===== src/rtl/regfile_write_arbiter_if.sv =====
// Write-port bus between the datapath requesters and the register-file write arbiter.
// master = requester side, slave = arbiter side.
interface regfile_write_arbiter_if #(
   parameter int NUM_REQ = 4,
   parameter int DATA_W  = 16
);
   logic [NUM_REQ-1:0]        Req;
   logic [4*NUM_REQ-1:0]      ReqAdd;
   logic [DATA_W*NUM_REQ-1:0] ReqData;
   logic [NUM_REQ-1:0]        Grant;
   logic [3:0]                RegAdd;
   logic                      WE;
   logic [DATA_W-1:0]         WrData;
   logic                      InitDone;

   modport master (
      output Req, ReqAdd, ReqData,
      input  Grant, RegAdd, WE, WrData, InitDone
   );

   modport slave (
      input  Req, ReqAdd, ReqData,
      output Grant, RegAdd, WE, WrData, InitDone
   );
endinterface


===== src/rtl/regfile_write_arbiter.sv =====
// Round-robin write-port arbiter for the register bank; after reset it sweeps
// zeros into all 16 registers before any requester is granted.
module regfile_write_arbiter #(
   parameter int NUM_REQ = 4,
   parameter int DATA_W  = 16
) (
   input  logic                     Clk,
   input  logic                     Rst_n,
   regfile_write_arbiter_if.slave   bus
);

   localparam int PTR_W = $clog2(NUM_REQ);

   typedef enum logic {INIT, ARB} state_t;

   state_t                 r_state;
   logic [3:0]             r_cnt;
   logic [PTR_W-1:0]       r_ptr;
   logic [3:0]             r_reg_add;
   logic                   r_we;
   logic [DATA_W-1:0]      r_wr_data;
   logic                   r_init_done;

   logic                   w_found;
   logic [PTR_W-1:0]       w_winner;
   logic [PTR_W:0]         w_sum;
   logic [PTR_W-1:0]       w_ptr_nxt;
   logic [3:0]             w_add_arr  [NUM_REQ];
   logic [DATA_W-1:0]      w_data_arr [NUM_REQ];

   for (genvar i = 0; i < NUM_REQ; i++) begin : g_unpack
      assign w_add_arr[i]  = bus.ReqAdd[4*i +: 4];
      assign w_data_arr[i] = bus.ReqData[DATA_W*i +: DATA_W];
   end

   // Search upward from r_ptr, wrapping at NUM_REQ-1, for the first pending request.
   always_comb begin
      // NOTE: every variable gets a default first so no path leaves it unassigned (no latch).
      w_found  = 1'b0;
      w_winner = '0;
      w_sum    = '0;
      for (int k = 0; k < NUM_REQ; k++) begin
         w_sum = {1'b0, r_ptr} + (PTR_W+1)'(k);
         if (w_sum >= (PTR_W+1)'(NUM_REQ)) w_sum = w_sum - (PTR_W+1)'(NUM_REQ);
         if (!w_found && bus.Req[w_sum[PTR_W-1:0]]) begin
            w_found  = 1'b1;
            w_winner = w_sum[PTR_W-1:0];
         end
      end
   end

   assign w_ptr_nxt = (w_winner == PTR_W'(NUM_REQ-1)) ? '0 : w_winner + 1'b1;

   assign bus.Grant    = (r_state == ARB && w_found) ? (NUM_REQ'(1) << w_winner) : '0;
   assign bus.RegAdd   = r_reg_add;
   assign bus.WE       = r_we;
   assign bus.WrData   = r_wr_data;
   assign bus.InitDone = r_init_done;

   // NOTE: sequential state uses non-blocking assignments so every register sees pre-edge values.
   always_ff @(posedge Clk or negedge Rst_n) begin
      if (!Rst_n) begin
         r_state     <= INIT;
         r_cnt       <= '0;
         r_ptr       <= '0;
         r_reg_add   <= '0;
         r_we        <= 1'b0;
         r_wr_data   <= '0;
         r_init_done <= 1'b0;
      end else begin
         case (r_state)
            INIT: begin
               r_reg_add <= r_cnt;
               r_we      <= 1'b1;
               r_wr_data <= '0;
               r_cnt     <= r_cnt + 4'd1;
               if (r_cnt == 4'hF) begin
                  r_state     <= ARB;
                  r_init_done <= 1'b1;
               end
            end
            ARB: begin
               // Idle cycles hold address and data; only the enable drops.
               if (w_found) begin
                  r_reg_add <= w_add_arr[w_winner];
                  r_wr_data <= w_data_arr[w_winner];
                  r_we      <= 1'b1;
                  r_ptr     <= w_ptr_nxt;
               end else begin
                  r_we <= 1'b0;
               end
            end
            default: r_state <= INIT;
         endcase
      end
   end

endmodule

===== src/flat_wrapper.sv =====
// flat-port wrapper written by rule: the top's interface ports become plain ports
module regfile_write_arbiter_flat 
#(
   parameter int NUM_REQ = 4,
   parameter int DATA_W  = 16
)
  (Clk, Rst_n, bus_Req, bus_ReqAdd, bus_ReqData, bus_Grant, bus_RegAdd, bus_WE, bus_WrData, bus_InitDone);
  regfile_write_arbiter_if #(.NUM_REQ(NUM_REQ), .DATA_W(DATA_W)) bus_i ();
  input  logic Clk;
  input  logic Rst_n;
  input wire logic [$bits(bus_i.Req)-1:0] bus_Req;
  input wire logic [$bits(bus_i.ReqAdd)-1:0] bus_ReqAdd;
  input wire logic [$bits(bus_i.ReqData)-1:0] bus_ReqData;
  output wire logic [$bits(bus_i.Grant)-1:0] bus_Grant;
  output wire logic [$bits(bus_i.RegAdd)-1:0] bus_RegAdd;
  output wire logic [$bits(bus_i.WE)-1:0] bus_WE;
  output wire logic [$bits(bus_i.WrData)-1:0] bus_WrData;
  output wire logic [$bits(bus_i.InitDone)-1:0] bus_InitDone;
  assign bus_i.Req = bus_Req;
  assign bus_i.ReqAdd = bus_ReqAdd;
  assign bus_i.ReqData = bus_ReqData;
  assign bus_Grant = bus_i.Grant;
  assign bus_RegAdd = bus_i.RegAdd;
  assign bus_WE = bus_i.WE;
  assign bus_WrData = bus_i.WrData;
  assign bus_InitDone = bus_i.InitDone;
  regfile_write_arbiter #(.NUM_REQ(NUM_REQ), .DATA_W(DATA_W)) u_core (.Clk(Clk), .Rst_n(Rst_n), .bus(bus_i));
endmodule

===== config.mk =====
export PLATFORM = sky130hd
export DESIGN_NAME = regfile_write_arbiter_flat
export DESIGN_NICKNAME = d
export VERILOG_FILES = /design/src/rtl/regfile_write_arbiter_if.sv /design/src/rtl/regfile_write_arbiter.sv /design/src/flat_wrapper.sv
export SDC_FILE = /design/constraint.sdc
export NUM_CORES = 1
export LEC_CHECK = 0
export ABC_AREA = 1
export ABC_CLOCK_PERIOD_IN_PS = 5200
export CORE_ASPECT_RATIO = 2
export CORE_MARGIN = 8
export CORE_UTILIZATION = 30
export DETAILED_ROUTE_END_ITERATION = 10
export GPL_ROUTABILITY_DRIVEN = 0
export MAX_ROUTING_LAYER = met4
export PLACE_DENSITY_LB_ADDON = 0.2
export SLEW_MARGIN = 25
export SYNTH_ARGS = -nofsm -noshare
export SYNTH_HDL_FRONTEND = slang
export SYNTH_SLANG_ARGS = --single-unit

===== constraint.sdc =====
create_clock -name Clk -period 5.2 [get_ports Clk]
set_input_delay 1.56 -clock Clk [delete_from_list [all_inputs] [get_ports Clk]]
set_output_delay 1.56 -clock Clk [all_outputs]
set_load 0.01 [all_outputs]

==> out/results.tsv, run 1 <==
metric	value	unit
Reg power frac	0.152	
peak supply drop	0.000361	V
slowest CP cell	clkdlybuf4s50_1	
main combinational cell family by area after synthesis	simple AND/OR/NAND/NOR gates	
Mean Syn Cell Area	6.40	sq um
IO Port Bufs	111	
CP max FO	5	
post-layout net count	547	
actual transition at the worst max-transition pin	0.740	ns
Clock Skews	0.00428	ns
Remaining DRCs	0	
Die Y	138	um
RSZ-0062 raised after global routing	false	
CTS Buf Count	5	
switching share of power	0.506	
first-pass GRT wire length	13.6	mm
synthesized instance count	348	
Register Area	726	sq um
Post-Synth XOR/XNOR Area	0.0118	
DRT iter0 DRCs	116	
TritonCTS sink count	29	
sequential area share after synthesis	0.326	
Ys Warns	0	
Slew Viols, Final	0	
hold buffers post-CTS	0	
antenna cell count	0	
Compound-Gate Fraction of Synth Area	0.0270	
H-tree Lvls	2	
DRT Pass-1 Iters	4	
multi-input logic area	0.00127	sq mm
critical path's largest stage delay	0.41	ns
most frequent cells in the layout	nand2_1, clkdlybuf4s50_1, nand3_1	
post-CTS sizing	3	
largest net degree at the start of global routing	42	
worst min-delay path class	register to register	
Floorplan Core Area	0.00721	sq mm
TritonCTS clock tree	done	
crit-path cells	clkdlybuf4s50_1 -> inv_1 -> nand2_1 -> nand3_1 -> nand2_2 -> nor2_4 -> nand3_1 -> nand3_1 -> nand2_2 -> inv_2 -> ha_1 -> inv_1 -> nor2_1 -> dlygate4sd2_1	
Tot GR Track Use	0.163	
Ports	112	
mean routed wirelength per cell	15.0	um
post-synthesis mux area share	0	
crit path launch type	primary input	
Clock Latency Late Sink	0.27	ns
clock share of power	0.105	
CTS root buf	clkbuf_16	
Mapped Area	0.00223	sq mm
PwrDens	761	mW/mm^2
Area Growth Syn to Fin	59.4	%
vias per inst	4.80	
Initial Util	0.309	
Antenna Nets Post-Route	0	
nature of the critical path endpoint	output port	
Syn Nets	439	
Cell Rows	44	
worst setup path class	primary input to output port	
Die ar.	0.0106	sq mm
Final Setup Violations	0	
CTS clock-pin slew for the worst setup and hold paths	0.05	ns
vias in the first global route	2800	
distinct cell type count after synthesis	22	
Hold Slack	0.476	ns
combinational group share of total power	0.743	
simple-gate share of the synthesized area	0.502	
outcome	completed	
post-synthesis adder-cell area fraction	0.0281	
#FFs+latches synth	29	
WP data arrival	3.43	ns
P_leak	1.74	nW
maximum clock path buffer count	2	
f_max	201	MHz
max_slew headroom	0.506	
Max-Cap Viols	0	
most common cell after layout, fill and taps aside	nand2_1	
cell mode on critical path	nand3_1	
net switching power	0.00137	W
Hold Violations, Final	0	
post-CTS setup buffer count	0	
TNS Setup	0	ns
final wirelength	8.23	mm
Vias	2631	
total grt overflow	0	
Tmin final	4.99	ns
Die W	76.9	um
required time worst endpoint	3.64	ns
initial antenna violation count	0	
Final HPWL DP	6.56	mm
cell-internal power	0.00134	W
fin crit share	0.959	
fillers	769	
layout cells sized above 1	0.0592	
-- power by group through the flow --
stage	clock network, W	logic [W]	registers, W
2_1_floorplan	0	0.00139	0.000439
3_3_place_gp	0	0.00204	0.000412
3_5_place_dp	0	0.00206	0.000413
4_1_cts	0.000288	0.00204	0.000413
5_1_grt	0.000297	0.00230	0.000425
6_report	0.000283	0.00201	0.000412
-- through the flow --
stage	util	worst slack (ns)	power [W]	cells	instance area [sq um]
3_3_place_gp	0.473	-0.0196	0.00245	541	3410
3_5_place_dp	0.473	-0.0597	0.00248	541	3410
5_1_grt	0.492	0.0521	0.00303	548	3550
6_report	0.492	0.213	0.00270	548	3550
2_1_floorplan	-	0.874	0.00183	348	2230
4_1_cts	0.492	0.0319	0.00274	548	3550
-- layer usage --
metal,track usage,vias up,share of wire
met5,-,-,0
met4,0.0657,0,0.019
met3,0.0260,10,0.035
met2,0.316,69,0.59
met1,0.156,1215,0.35
li1,-,1337,-
-- final cells by class --
| cell class | instances | area share |
|---|---|---|
| clock buffer | 7 | 0.0402 |
| inverter | 29 | 0.0307 |
| multi-input combinational | 269 | 0.357 |
| sequential | 29 | 0.204 |
| tap | 92 | 0.0324 |
| timing repair buffer | 122 | 0.336 |
-- cell families (layout without fill, tap and decap cells) --
group	after synthesis	in the layout
AND/OR/NAND/NOR	251	251
buffers and inverters	50	158
flip-flops	29	29
AO/OA/AOI/OAI	10	10
adder cells (fa/ha/maj)	5	5
XOR/XNOR	3	3
-- synth_stat cells --
library cell | count | area share
a21oi_1 | 1 | 0.0022
a22oi_1 | 3 | 0.010
buf_2 | 11 | 0.025
buf_4 | 7 | 0.024
buf_6 | 1 | 0.0051
clkbuf_1 | 2 | 0.0034
dfrtp_1 | 29 | 0.33
ha_1 | 5 | 0.028
inv_1 | 26 | 0.044
inv_2 | 3 | 0.0051
nand2_1 | 135 | 0.23
nand2_2 | 4 | 0.011
nand3_1 | 102 | 0.23
nand3_4 | 2 | 0.016
nand4_1 | 1 | 0.0028
nor2_1 | 6 | 0.010
nor2_4 | 1 | 0.0051
o21ai_0 | 4 | 0.0090
o21ai_1 | 1 | 0.0022
o21bai_1 | 1 | 0.0034
xnor2_1 | 1 | 0.0039
xor2_1 | 2 | 0.0079
-- path summary, 6_finish.rpt --
check,from,endpoint,slack (ns),cells after the start
max reg2reg,u_core.r_ptr[0]$_DFFE_PN0P_,u_core.bus.WrData[6]$_DFFE_PN0P_,2.42,12
min in group asynchronous,Rst_n,u_core.r_ptr[0]$_DFFE_PN0P_,1.68,2
max in group asynchronous,Rst_n,u_core.bus.WrData[10]$_DFFE_PN0P_,3.22,2
min,u_core.bus.WrData[5]$_DFFE_PN0P_,u_core.bus.WrData[5]$_DFFE_PN0P_,0.48,2
max,bus_Req[3],bus_Grant[2],0.21,14
min reg2reg,u_core.bus.WrData[5]$_DFFE_PN0P_,u_core.bus.WrData[5]$_DFFE_PN0P_,0.48,2
-- registers in the layout, indices dropped and copies added, names as in the netlist --
signal               cells
u_core.bus.InitDone      1
u_core.bus.RegAdd        4
u_core.bus.WE            1
u_core.bus.WrData       16
u_core.r_cnt             4
u_core.r_ptr             2
u_core.r_state           1
-- worst max-delay path: cells and delay by family --
family	cells	cell delay [ns]
buffers and inverters	5	0.90
adders and majority gates	1	0.14
and+or+nand+nor	8	0.82
(Power assumes the default switching activity.)
==> run 2, diff against run 1 <==
--- a/config.mk
+++ b/config.mk
@@ -8,7 +8,7 @@
 export ABC_AREA = 1
 export ABC_CLOCK_PERIOD_IN_PS = 5200
 export CORE_ASPECT_RATIO = 2
-export CORE_MARGIN = 8
+export CORE_MARGIN = 1
 export CORE_UTILIZATION = 30
 export DETAILED_ROUTE_END_ITERATION = 10
 export GPL_ROUTABILITY_DRIVEN = 0
==> run 2 against run 1 <==
Non-clock buffer count up 1. Critical path type unchanged. Flip-flop and latch count unchanged. Sequential power is essentially flat. Highest routed layer unchanged. Die area shrank 27%. Worst hold slack about the same. Worst setup slack lost 0.020 ns. Critical endpoint unchanged. Design area up 0.53%. Sequential share of layout area down 0.11 points.
==> out/results.tsv, run 2 (same netlist as run 1, synthesis figures left out) <==
metric	value	unit	change
PwrDens	765	mW/mm^2	+0.49%
Die W	62.9	um	-18%
Die Y	124	um	-10%
CP max FO	5		unchanged
maximum clock path buffer count	2		unchanged
f_max	200	MHz	-0.41%
largest net degree at the start of global routing	42		unchanged
max_slew headroom	0.497		-0.00928
DRT Pass-1 Iters	4		unchanged
Tmin final	5.01	ns	+0.0203 ns
initial antenna violation count	0		unchanged
vias in the first global route	2603		-7.0%
pre-CTS WS	-0.0727	ns	-0.0129 ns
fillers	756		-1.7%
Cell Rows	44		unchanged
TritonCTS sink count	29		unchanged
most frequent cells in the layout	nand2_1, clkdlybuf4s50_1, nand3_1		
post-CTS setup buffer count	0		unchanged
required time worst endpoint	3.64	ns	about the same
Vias	2643		+0.46%
total grt overflow	0		unchanged
most common cell after layout, fill and taps aside	nand2_1		
Clock Latency Late Sink	0.27	ns	about the same
worst setup path class	primary input to output port		
vias per inst	4.81		about the same
Ports	112		unchanged
Non-Filler Instances	550		+0.36%
Final Setup Violations	0		unchanged
outcome	completed		
hold buffers post-CTS	0		unchanged
Initial Util	0.309		unchanged
Post-Place Cells	542		+0.18%
Area Growth Syn to Fin	60.3	%	
final wirelength	7.51	mm	-8.8%
final worst slack	0.193	ns	-0.0203 ns
Tot GR Track Use	0.209		+0.0451
first-pass GRT wire length	12.2	mm	-10%
actual transition at the worst max-transition pin	0.754	ns	+0.0139 ns
crit path launch type	primary input		
layout cells sized above 1	0.0655		+0.00629
Die ar.	0.00779	sq mm	-27%
RSZ-0062 raised after global routing	false		
Antenna Nets Post-Route	0		unchanged
mean routed wirelength per cell	13.7	um	-9.1%
Hold Violations, Final	0		unchanged
worst min-delay path class	register to register		
TritonCTS clock tree	done		
antenna cell count	0		unchanged
IO Port Bufs	111		unchanged
Slew Viols, Final	0		unchanged
CTS clock-pin slew for the worst setup and hold paths	0.05	ns	about the same
peak supply drop	0.000334	V	-7.5%
Remaining DRCs	0		unchanged
Final HPWL DP	5.84	mm	-11%
H-tree Lvls	2		unchanged
max FFs per register	16		unchanged
CTS Buf Count	5		unchanged
post-layout net count	548		+0.18%
CTS root buf	clkbuf_16		
nature of the critical path endpoint	output port		
WP data arrival	3.45	ns	+0.02 ns
Floorplan Core Area	0.00721	sq mm	unchanged
Tot Pwr	0.00273	W	+1.0%
Max-Cap Viols	0		unchanged
Clock Skews	0.00145	ns	-0.00283 ns
P_leak	1.74	nW	+0.24%
DRT iter0 DRCs	62		-47%
fin crit share	0.963		+0.00391
-- run 2: changes by cell type in the layout (fill, tap and decap cells not counted) --
cell,previous run,this run
dlymetal6s2s_1,1,0
clkbuf_8,1,2
dlygate4sd2_1,3,4
clkbuf_1,1,0
buf_4,11,12
clkinv_2,0,1
-- run 2: path summary, 6_finish.rpt --
path                                             startpoint                                 to  slack [ns]  depth (start not counted)
setup / recovery                                 bus_Req[0]                       bus_Grant[2]        0.19                         14
hold / removal             u_core.bus.WrData[5]$_DFFE_PN0P_   u_core.bus.WrData[5]$_DFFE_PN0P_        0.48                          2
setup reg to reg                u_core.r_ptr[0]$_DFFE_PN0P_   u_core.bus.WrData[5]$_DFFE_PN0P_        2.49                         14
hold reg to reg            u_core.bus.WrData[5]$_DFFE_PN0P_   u_core.bus.WrData[5]$_DFFE_PN0P_        0.48                          2
max in group asynchronous                             Rst_n  u_core.bus.WrData[15]$_DFFE_PN0P_        3.23                          2
min in group asynchronous                             Rst_n        u_core.r_ptr[1]$_DFFE_PN0P_        1.68                          2
-- run 2: critical path, cell delays in order --
cell and delay, ns:
clkdlybuf4s50_1 0.42, nand2_1 0.08, nand2_1 0.12, nand2_1 0.09
nand2_1 0.08, nor2_4 0.16, nand3_1 0.09, nand3_1 0.09
nand2_2 0.10, inv_2 0.10, ha_1 0.15, inv_1 0.04
nor2_1 0.08, dlygate4sd2_1 0.27
-- run 2: what timing repair did --
| item | in CTS | in global routing |
|---|---|---|
| resized for setup | 4 | 0 |
| endpoints found under the setup margin | 4 | 1 |
| pin swaps | 0 | 1 |
-- run 2: final cells by class --
type,count,area [sq um],share of cell area
multi-input cells,269,1270,0.355
clock inverters,1,5.00,0.00140
flip-flops and latches,29,726,0.203
clock buffers,7,153,0.0428
inverters,29,109,0.0305
repair buffers,123,1200,0.335
well taps,92,115,0.0322
-- run 2: routing by layer --
layer / up-vias / global-route usage / wire length (um)
li1: 1339 / - / -
met1: 1231 / 0.200 / 2700
met2: 61 / 0.407 / 4350
met3: 12 / 0.0220 / 231
met5: - / - / 0
met4: 0 / 0.0974 / 221
-- run 2: per-stage QoR --
step	cell area [sq um]	TNS, ns	hold WS [ns]	utilization
finish	3570	0	0.476	0.495
global route	3570	0	0.497	0.495
CTS	3570	0	0.479	0.495
global placement	3420	0	0.464	0.474
detailed placement	3420	-0.187	0.465	0.474
floorplan	2230	0	0.485	-
-- run 2: where the power goes --
part           internal (W)  total (W)  switching [W]  leakage [nW]
sequential         0.000346   0.000415      0.0000691         0.343
clock              0.000202   0.000303       0.000101        0.0799
combinational      0.000806    0.00201        0.00121          1.32
